`config.mk`:
```
export PLATFORM = sky130hd
export DESIGN_NAME = serial_out_tx
export DESIGN_NICKNAME = d
export VERILOG_FILES = /design/src/rtl/serial_out_tx.sv
export SDC_FILE = /design/constraint.sdc
export NUM_CORES = 1
export LEC_CHECK = 0
export CORE_MARGIN = 4
export CORE_UTILIZATION = 45
export CTS_CLUSTER_SIZE = 8
export DETAILED_ROUTE_END_ITERATION = 16
export PLACE_DENSITY = 0.83
export SLEW_MARGIN = 5
export SYNTH_ARGS = -nofsm -noshare
export SYNTH_HDL_FRONTEND = slang
export SYNTH_SLANG_ARGS = --single-unit
```
`constraint.sdc`:
```
create_clock -name clk -period 1.5 [get_ports clk]
set_clock_uncertainty 0.1 [all_clocks]
set_input_delay 0.225 -clock clk [delete_from_list [all_inputs] [get_ports clk]]
set_output_delay 0.225 -clock clk [all_outputs]
set_load 0.01 [all_outputs]
```
`src/rtl/serial_out_tx.sv`:
```
// Serial-output transmitter: shifts one WIDTH-bit word out MSB- or LSB-first,
// holding each bit at least DIV clocks and waiting on the receiver's so_ready.
module serial_out_tx #(
  parameter int WIDTH = 16,
  parameter int DIV   = 1
) (
  input  logic             clk,
  input  logic             rst,
  input  logic             load_en,
  input  logic [WIDTH-1:0] data_in,
  input  logic             msb_first,
  input  logic             abort,
  input  logic             so_ready,
  output logic             ready,
  output logic             so_frame,
  output logic             so_valid,
  output logic             so_data,
  output logic             done,
  output logic             load_err
);

  // Handshake: a bit transfers on any cycle where so_valid && so_ready are both
  // high; so_valid never drops and so_data never changes until that happens.

  localparam int BW = (WIDTH > 1) ? $clog2(WIDTH) : 1;
  localparam int DW = $clog2(DIV) + 1;
  localparam logic [BW-1:0] LAST_BIT = BW'(WIDTH - 1);
  localparam logic [DW-1:0] DIV_MAX  = DW'(DIV - 1);

  typedef enum logic [1:0] {
    S_IDLE  = 2'd0,
    S_SHIFT = 2'd1,
    S_DONE  = 2'd2
  } state_e;

  state_e           state_q, state_d;
  logic [WIDTH-1:0] sr_q, sr_d;
  logic             msb_q, msb_d;
  logic [BW-1:0]    bit_cnt_q, bit_cnt_d;
  logic [DW-1:0]    div_cnt_q, div_cnt_d;
  logic             load_err_q, load_err_d;

  always_ff @(posedge clk) begin
    if (rst) begin
      state_q    <= S_IDLE;
      sr_q       <= '0;
      msb_q      <= 1'b0;
      bit_cnt_q  <= '0;
      div_cnt_q  <= '0;
      load_err_q <= 1'b0;
    end else begin
      state_q    <= state_d;
      sr_q       <= sr_d;
      msb_q      <= msb_d;
      bit_cnt_q  <= bit_cnt_d;
      div_cnt_q  <= div_cnt_d;
      load_err_q <= load_err_d;
    end
  end

  always_comb begin
    state_d    = state_q;
    sr_d       = sr_q;
    msb_d      = msb_q;
    bit_cnt_d  = bit_cnt_q;
    div_cnt_d  = div_cnt_q;
    load_err_d = 1'b0;
    ready      = 1'b0;
    so_frame   = 1'b0;
    so_valid   = 1'b0;
    so_data    = 1'b0;
    done       = 1'b0;

    case (state_q)
      S_IDLE: begin
        ready = 1'b1;
        if (load_en) begin
          sr_d      = data_in;
          msb_d     = msb_first;
          bit_cnt_d = '0;
          div_cnt_d = '0;
          state_d   = S_SHIFT;
        end
      end

      S_SHIFT: begin
        so_frame   = 1'b1;
        so_data    = msb_q ? sr_q[WIDTH-1] : sr_q[0];
        so_valid   = (div_cnt_q == DIV_MAX);
        load_err_d = load_en;
        // Abort wins over a transfer landing in the same cycle.
        if (abort) begin
          state_d = S_IDLE;
        end else if (so_valid && so_ready) begin
          sr_d      = msb_q ? {sr_q[WIDTH-2:0], 1'b0} : {1'b0, sr_q[WIDTH-1:1]};
          div_cnt_d = '0;
          bit_cnt_d = bit_cnt_q + 1'b1;
          if (bit_cnt_q == LAST_BIT) begin
            state_d = S_DONE;
          end
        end else if (!so_valid) begin
          div_cnt_d = div_cnt_q + 1'b1;
        end
      end

      S_DONE: begin
        done       = 1'b1;
        load_err_d = load_en;
        state_d    = S_IDLE;
      end

      default: begin
        state_d = S_IDLE;
      end
    endcase
  end

  assign load_err = load_err_q;

endmodule

```
==> impl_results.md, run 1 <==
- Status: finished, violations left
- Failing checks: negative setup slack
- Post-Synth Adder-Cell Area: around 3.8%
- Finished Core Util: between 70% and 80%
- EDFF count, synth: 0
- Main synth FF type: dfxtp_1
- Syn nets: between 150 and 200
- Final hold vios: 0
- Top cell type's share of synthesized area: 36.9%
- Largest family of logic cells by synthesized area: simple AND/OR/NAND/NOR gates
- Fin worst setup slack: -0.0810 ns
- Commonest cells after routing, fill and taps aside: dfxtp_1, clkdlybuf4s50_1, nand2b_1
- Asr flop ratio synth: 0%
- Row cnt: 19
- WL/cell: 15.4 um
- I/O Buffers: 27
- CP endpoint kind: register
- Post-Synth Simple-Gate Area: 19.5%
- P&R area growth vs syn: 50.3%
- Antenna-violating nets left: 0
- Iteration count of the initial detailed-routing pass: 4
- Static Leak: about 0.70 nW
- Post-Synth XOR/XNOR Area: 2.02%
- Compound-Gate Fraction of Synth Area: 19.3%
- Setup CP Type: reg2reg
- H-tree levels: 1
- Vias per cell: 5.54
- Clk sinks: 24
- Ant. Diodes: 0
- Worst Hold Class: in2reg
- Unique cell type count in the Yosys netlist: 25
- Placed cell area: approximately 1700 sq um
- Tmin final: roughly 1.6 ns
- Final setup vio count: 23
- Clock buffer depth: 2
- Worst Tran Pin Value: 0.282 ns
- Pwr per Cell Area: ~970 nW/um^2
- Area leader, netlist: dfxtp_1
- Sequential area share after synthesis: ~37%
- GRT Overall Usage: between 15 and 20%
- Routability Congestion: roughly 0.81
- Gr ovfl total: 0
- Max-Cap Viols: 0
- CTS tree: done
- Synthesis Warnings: 0
- Die area: 3820 sq um
- Largest net degree at the start of global routing: 19
- Initial antenna violation count: 0
- TNS Setup: -1.26 ns
- Final worst-path cycle share: 105%
- Unrepaired setup endpoints after global routing: yes
- Max Freq: 633 MHz
- CTS buffer count: 3
- Cells after Synth: 154
- Detailed Route WL: between 3000 and 4000 um
- Final Cell Area: 1960 sq um
- Placeable Area: roughly 2800 sq um
- Share of cells above drive strength 1: 29.5%
- Crit path DAT: 1.72 ns
- Die H: 61.8 um
- Drt initial violations: between 70 and 80
- Multiplexer share of the synthesized area: roughly 12%
- Startpoint types: register
- Data required, critical path: around 1.6 ns
- Synthesized flop and latch total: 24
- Synth area leaders: dfxtp_1, mux2i_1, nand2b_1
- Post-synthesis cell area: 1300 sq um
- Slew Viols, Final: 0
- CP max FO: 7
- Pre-CTS setup slack: -0.205 ns
- Post-route DRC violation count: 0
- Vias in the first global route: 1232
- Die width: 61.8 um
- Dpl hpwl: about 2200 um
- CTS Root Cell: clkbuf_4
- Area of the multi-input gates: between 900 and 1000 sq um
- Starting Density: between 40% and 50%
- Reg area: 487 sq um
- Io pins: 28
- Max VDD drop: about 1.0 mV
- Number of fill cells in the layout: 214
- Clock latency on the worst-skew pair: between 0.3 and 0.4 ns
- Global-route wire length before repair: about 5500 um
- Syn_area_per_cell: approximately 8.5 sq um
- Worst-path clk slew: around 0.13 ns
- Relative slew slack: approximately four fifths
- Nets: between 200 and 250
- Via count: roughly 1200
==> cell type report <==
cell class	count	area share [%]
Multi-Input combinational cell	115	47.3
Sequential cell	24	24.9
Timing Repair Buffer	46	22.9
Tap cell	31	1.98
Clock buffer	4	1.85
Inverter	4	1.02
==> final timing paths <==
check / depth (start not counted) / endpoint / slack (ns) / start
worst min-delay path: 3 / msb_q / 0.38 / msb_first
worst max-delay path: 7 / sr_q[14] / -0.08 / state_q[0]
worst min register to register: 2 / sr_q[5] / 0.42 / sr_q[5]
worst max register to register: 7 / sr_q[14] / -0.08 / state_q[0]
==> routing by layer <==
metal	global-route usage, %	vias up	part of all wire (%)
met2	32.3	29	51
li1	-	621	-
met1	24.9	586	44
met4	7.58	0	1.4
met3	2.89	4	3.8
met5	0	-	0
==> worst max-delay path, stage by stage, from the launching register on <==
cell and delay (ns):
dfxtp_4 0.40, inv_4 0.04, ha_4 0.17, mux2i_4 0.20, a21oi_4 0.16, buf_6 0.14
nand2b_4 0.09, o22ai_1 0.18
==> metrics by stage <==
| stage | power [W] | hold slack [ns] | cells |
|---|---|---|---|
| 2_1_floorplan | 0.00117 | 0.245 | 154 |
| 3_3_place_gp | 0.00135 | 0.387 | 214 |
| 3_5_place_dp | 0.00138 | 0.397 | 214 |
| 4_1_cts | 0.00182 | 0.369 | 223 |
| 5_1_grt | 0.00200 | 0.391 | 224 |
| 6_report | 0.00190 | 0.377 | 224 |
==> cells by family after synthesis <==
kind of cell	Yosys count
XOR/XNOR	3
flip-flops	24
adder cells (fa/ha/maj)	4
multiplexers	16
AND/OR/NAND/NOR	50
buffers and inverters	16
AO/OA/AOI/OAI	41
==> power breakdown <==
part	internal, W	leakage (nW)	total, W	switching, W
logic	0.000406	0.483	0.000755	0.000349
clock network	0.000149	0.0210	0.000346	0.000197
registers	0.000718	0.198	0.000794	0.0000759
==> sequential cells by signal, indices dropped and copies added (netlist names) <==
register	cells
load_err	1
state_q	2
sr_q	16
bit_cnt_q	4
msb_q	1
==> timing repair <==
item,CTS,global route
pin swaps,8,5
gates cloned,1,0
hold buffers,0,0
gates resized for setup,38,13
endpoints found under the setup margin,28,27
buffers inserted,4,1
==> Yosys cell counts (2+ instances only) <==
library cell	count
a211oi_1	4
a21oi_1	4
a311oi_1	2
buf_2	4
buf_4	2
clkbuf_1	4
dfxtp_1	24
ha_1	4
inv_1	4
mux2i_1	16
nand2_1	17
nand2b_1	20
nand3_1	4
nor2_1	6
o21ai_0	14
o22ai_1	14
xnor2_1	3
Power figures use the tool's default switching activity.
==> run 2, diff against run 1 <==
Settings changed: CTS_CLUSTER_DIAMETER set to 200, PLACE_DENSITY 0.83 to 0.75.
==> run 2 against run 1 <==
Compared with the run above:
- the run still ends with negative setup slack left
- die area did not move
- sequential share of layout area rose by 1.5 points
- worst hold slack got worse by 0.016 ns
- via count down 1.5%
- count of clock-buffer cells in the layout decreased by 1
- setup slack worse by 0.0058 ns
- power is 0.31% lower
- clock power up 34%
- combinational power shrank 16%
- first-iteration DRC count decreased by 45%
- routed wire length is 8.4% lower
- core utilization decreased by 4.3 points
- critical path type unchanged
==> impl_results.md, run 2 (same netlist as run 1, synthesis figures left out) <==
- CP endpoint kind: register
- Dpl hpwl: 2250 um (+0.59%)
- Reg area: 485 sq um (-0.26%)
- CTS Root Cell: clkbuf_4
- Routability Congestion: 0.775 (-3.9%)
- Worst-path clk slew: 0.13 ns (about the same)
- Clk sinks: 24 (unchanged)
- Slew Viols, Final: 0 (unchanged)
- Global-route wire length before repair: 4950 um (-9.4%)
- Tmin final: 1.59 ns (+0.00578 ns)
- Biggest regs: sr_q (16), bit_cnt_q (4), state_q (2)
- CTS buffer count: 3 (unchanged)
- Static Leak: 0.669 nW (-4.8%)
- Commonest non-fill, non-tap cell in the layout: dfxtp_1
- CTS Hold Bufs: 0 (unchanged)
- P&R area growth vs syn: 41.3%
- Die H: 61.8 um (unchanged)
- Final Cell Area: 1840 sq um (-6.0%)
- Final setup vio count: 20 (-13%)
- Startpoint types: register
- Area of the multi-input gates: 826 sq um (-11%)
- Die area: 3820 sq um (unchanged)
- Max-Cap Viols: 0 (unchanged)
- WL/cell: 14.2 um (-8.0%)
- Net switching power: 0.000562 W (-9.8%)
- CP max stage cell: dfxtp_2
- Worst Hold Class: in2reg
- Vias per cell: 5.48 (-1.0%)
- Status: finished, violations left
- Gr ovfl total: 0 (unchanged)
- Ant. Diodes: 0 (unchanged)
- Clock group share of total power: 24.6% (+6.4 points)
- Relative slew slack: 81.8% (+0.84 points)
- Max Freq: 630 MHz (-0.36%)
- Post-route DRC violation count: 0 (unchanged)
- Worst hold slack: 0.361 ns (-0.0164 ns)
- Internal: 0.00133 W (+4.3%)
- Failing checks: negative setup slack
- GRT Overall Usage: 17.5% (-1.8 points)
- Worst path bufs/invs: 3 (+1)
- Switching Share: 29.7% (-3.1 points)
- Clock buffer depth: 2 (unchanged)
- Vias in the first global route: 1182 (-4.1%)
- Largest net degree at the start of global routing: 19 (unchanged)
- Row cnt: 19 (unchanged)
- Crit path DAT: 1.73 ns (about the same)
- Io pins: 28 (unchanged)
- Final hold vios: 0 (unchanged)
- Setup CP Type: reg2reg
- Crit path largest cell delay: 0.37 ns (-0.03 ns)
- Detailed Route WL: 3160 um (-8.4%)
- Initial antenna violation count: 0 (unchanged)
- Placeable Area: 2760 sq um (unchanged)
- I/O Buffers: 27 (unchanged)
- Sequential share of power: 41.8% (about the same)
- Pre-CTS setup slack: -0.253 ns (-0.0478 ns)
- Data required, critical path: 1.64 ns (about the same)
- Via count: 1222 (-1.5%)
- CP max FO: 8 (+1)
- Drt initial violations: 39 (-45%)
- Iteration count of the initial detailed-routing pass: 4 (unchanged)
- CP delay by family, top: flip-flops
- Worst Tran Pin Value: 0.271 ns (-0.0112 ns)
- TNS Setup: -1.04 ns (+0.220 ns)
- Antenna-violating nets left: 0 (unchanged)
- Max VDD drop: 0.819 mV (-21%)
- Final worst-path cycle share: 106% (+0.39 points)
- Top reg by flops: sr_q
- Finished Core Util: 66.7% (-4.3 points)
- Fin worst setup slack: -0.0868 ns (-0.00578 ns)
- Nets: 219 (-0.45%)
- CTS tree: done
- Max reg flops: 16 (unchanged)
- Placed cell area: 1730 sq um (+1.6%)
- Clock latency on the worst-skew pair: 0.31 ns (about the same)
- Die width: 61.8 um (unchanged)
- Share of cells above drive strength 1: 21.4% (-8.2 points)
- H-tree levels: 1 (unchanged)
- Commonest cells after routing, fill and taps aside: dfxtp_1, clkdlybuf4s50_1, nand2b_1
- Unrepaired setup endpoints after global routing: yes
- Starting Density: 47.2% (unchanged)
- Pwr per Cell Area: 1030 nW/um^2 (+6.1%)
- Number of fill cells in the layout: 217 (+1.4%)
- Combinational power share: 33.6% (-6.2 points)
- CP cell instances: inv_4, ha_4, buf_12, mux2i_4, a21oi_4, buf_4, a311oi_2
-- run 2: cell count changes in the layout (fill, tap and decap cells not counted), sizes merged --
cell and change:
a21oi +1, bufinv +1, clkbuf -1, dlygate4sd2 -1, nand2b -1
-- run 2: stage by stage --
step | total power [W] | cells
after floorplan | 0.00117 | 154
after global placement | 0.00138 | 216
after detailed placement | 0.00139 | 216
after CTS | 0.00190 | 223
after global routing | 0.00201 | 223
final | 0.00189 | 223
-- run 2: final timing paths --
kind	start	to	slack [ns]	cells past startpoint
worst max-delay path	state_q[1]	sr_q[15]	-0.09	7
worst min register to register	sr_q[6]	sr_q[6]	0.42	2
worst min-delay path	msb_first	msb_q	0.36	3
worst max register to register	state_q[1]	sr_q[15]	-0.09	7
-- run 2: worst reg2reg max path: cells and delay by family, from the launching register on --
family                   cells  cell delay, ns
adder cells (fa/ha/maj)      1            0.17
buffers and inverters        3            0.36
multiplexers                 1            0.23
AO/OA/AOI/OAI                2            0.27
flip-flops                   1            0.37
-- run 2: routing by layer --
metal | vias up | track usage [%] | routed length (um)
met5 | - | 0 | 0
met1 | 566 | 21.3 | 1380
li1 | 618 | - | -
met3 | 5 | 2.48 | 143
met4 | 0 | 8.48 | 51
met2 | 33 | 30.0 | 1590
-- run 2: power groups by stage --
stage	combinational (W)	clock [W]	sequential [W]
detailed placement	0.000594	0	0.000799
global route	0.000695	0.000514	0.000797
finish	0.000635	0.000465	0.000789
global placement	0.000581	0	0.000796
floorplan	0.000393	0	0.000779
CTS	0.000629	0.000487	0.000787
-- run 2: final cells by class --
type,instances,area share (%)
multi-input combinational,115,44.9
sequential,24,26.4
timing repair buffer,45,22.7
tap,31,2.11
clock inverter,1,1.63
clock buffer,3,1.22
inverter,4,1.09
-- run 2: what timing repair did --
action                     in CTS  in global routing
cloned                          1                  0
resized for setup              31                  2
setup endpoints to repair      26                 27
setup buffers                   2                  0
pin swaps                       1                  2
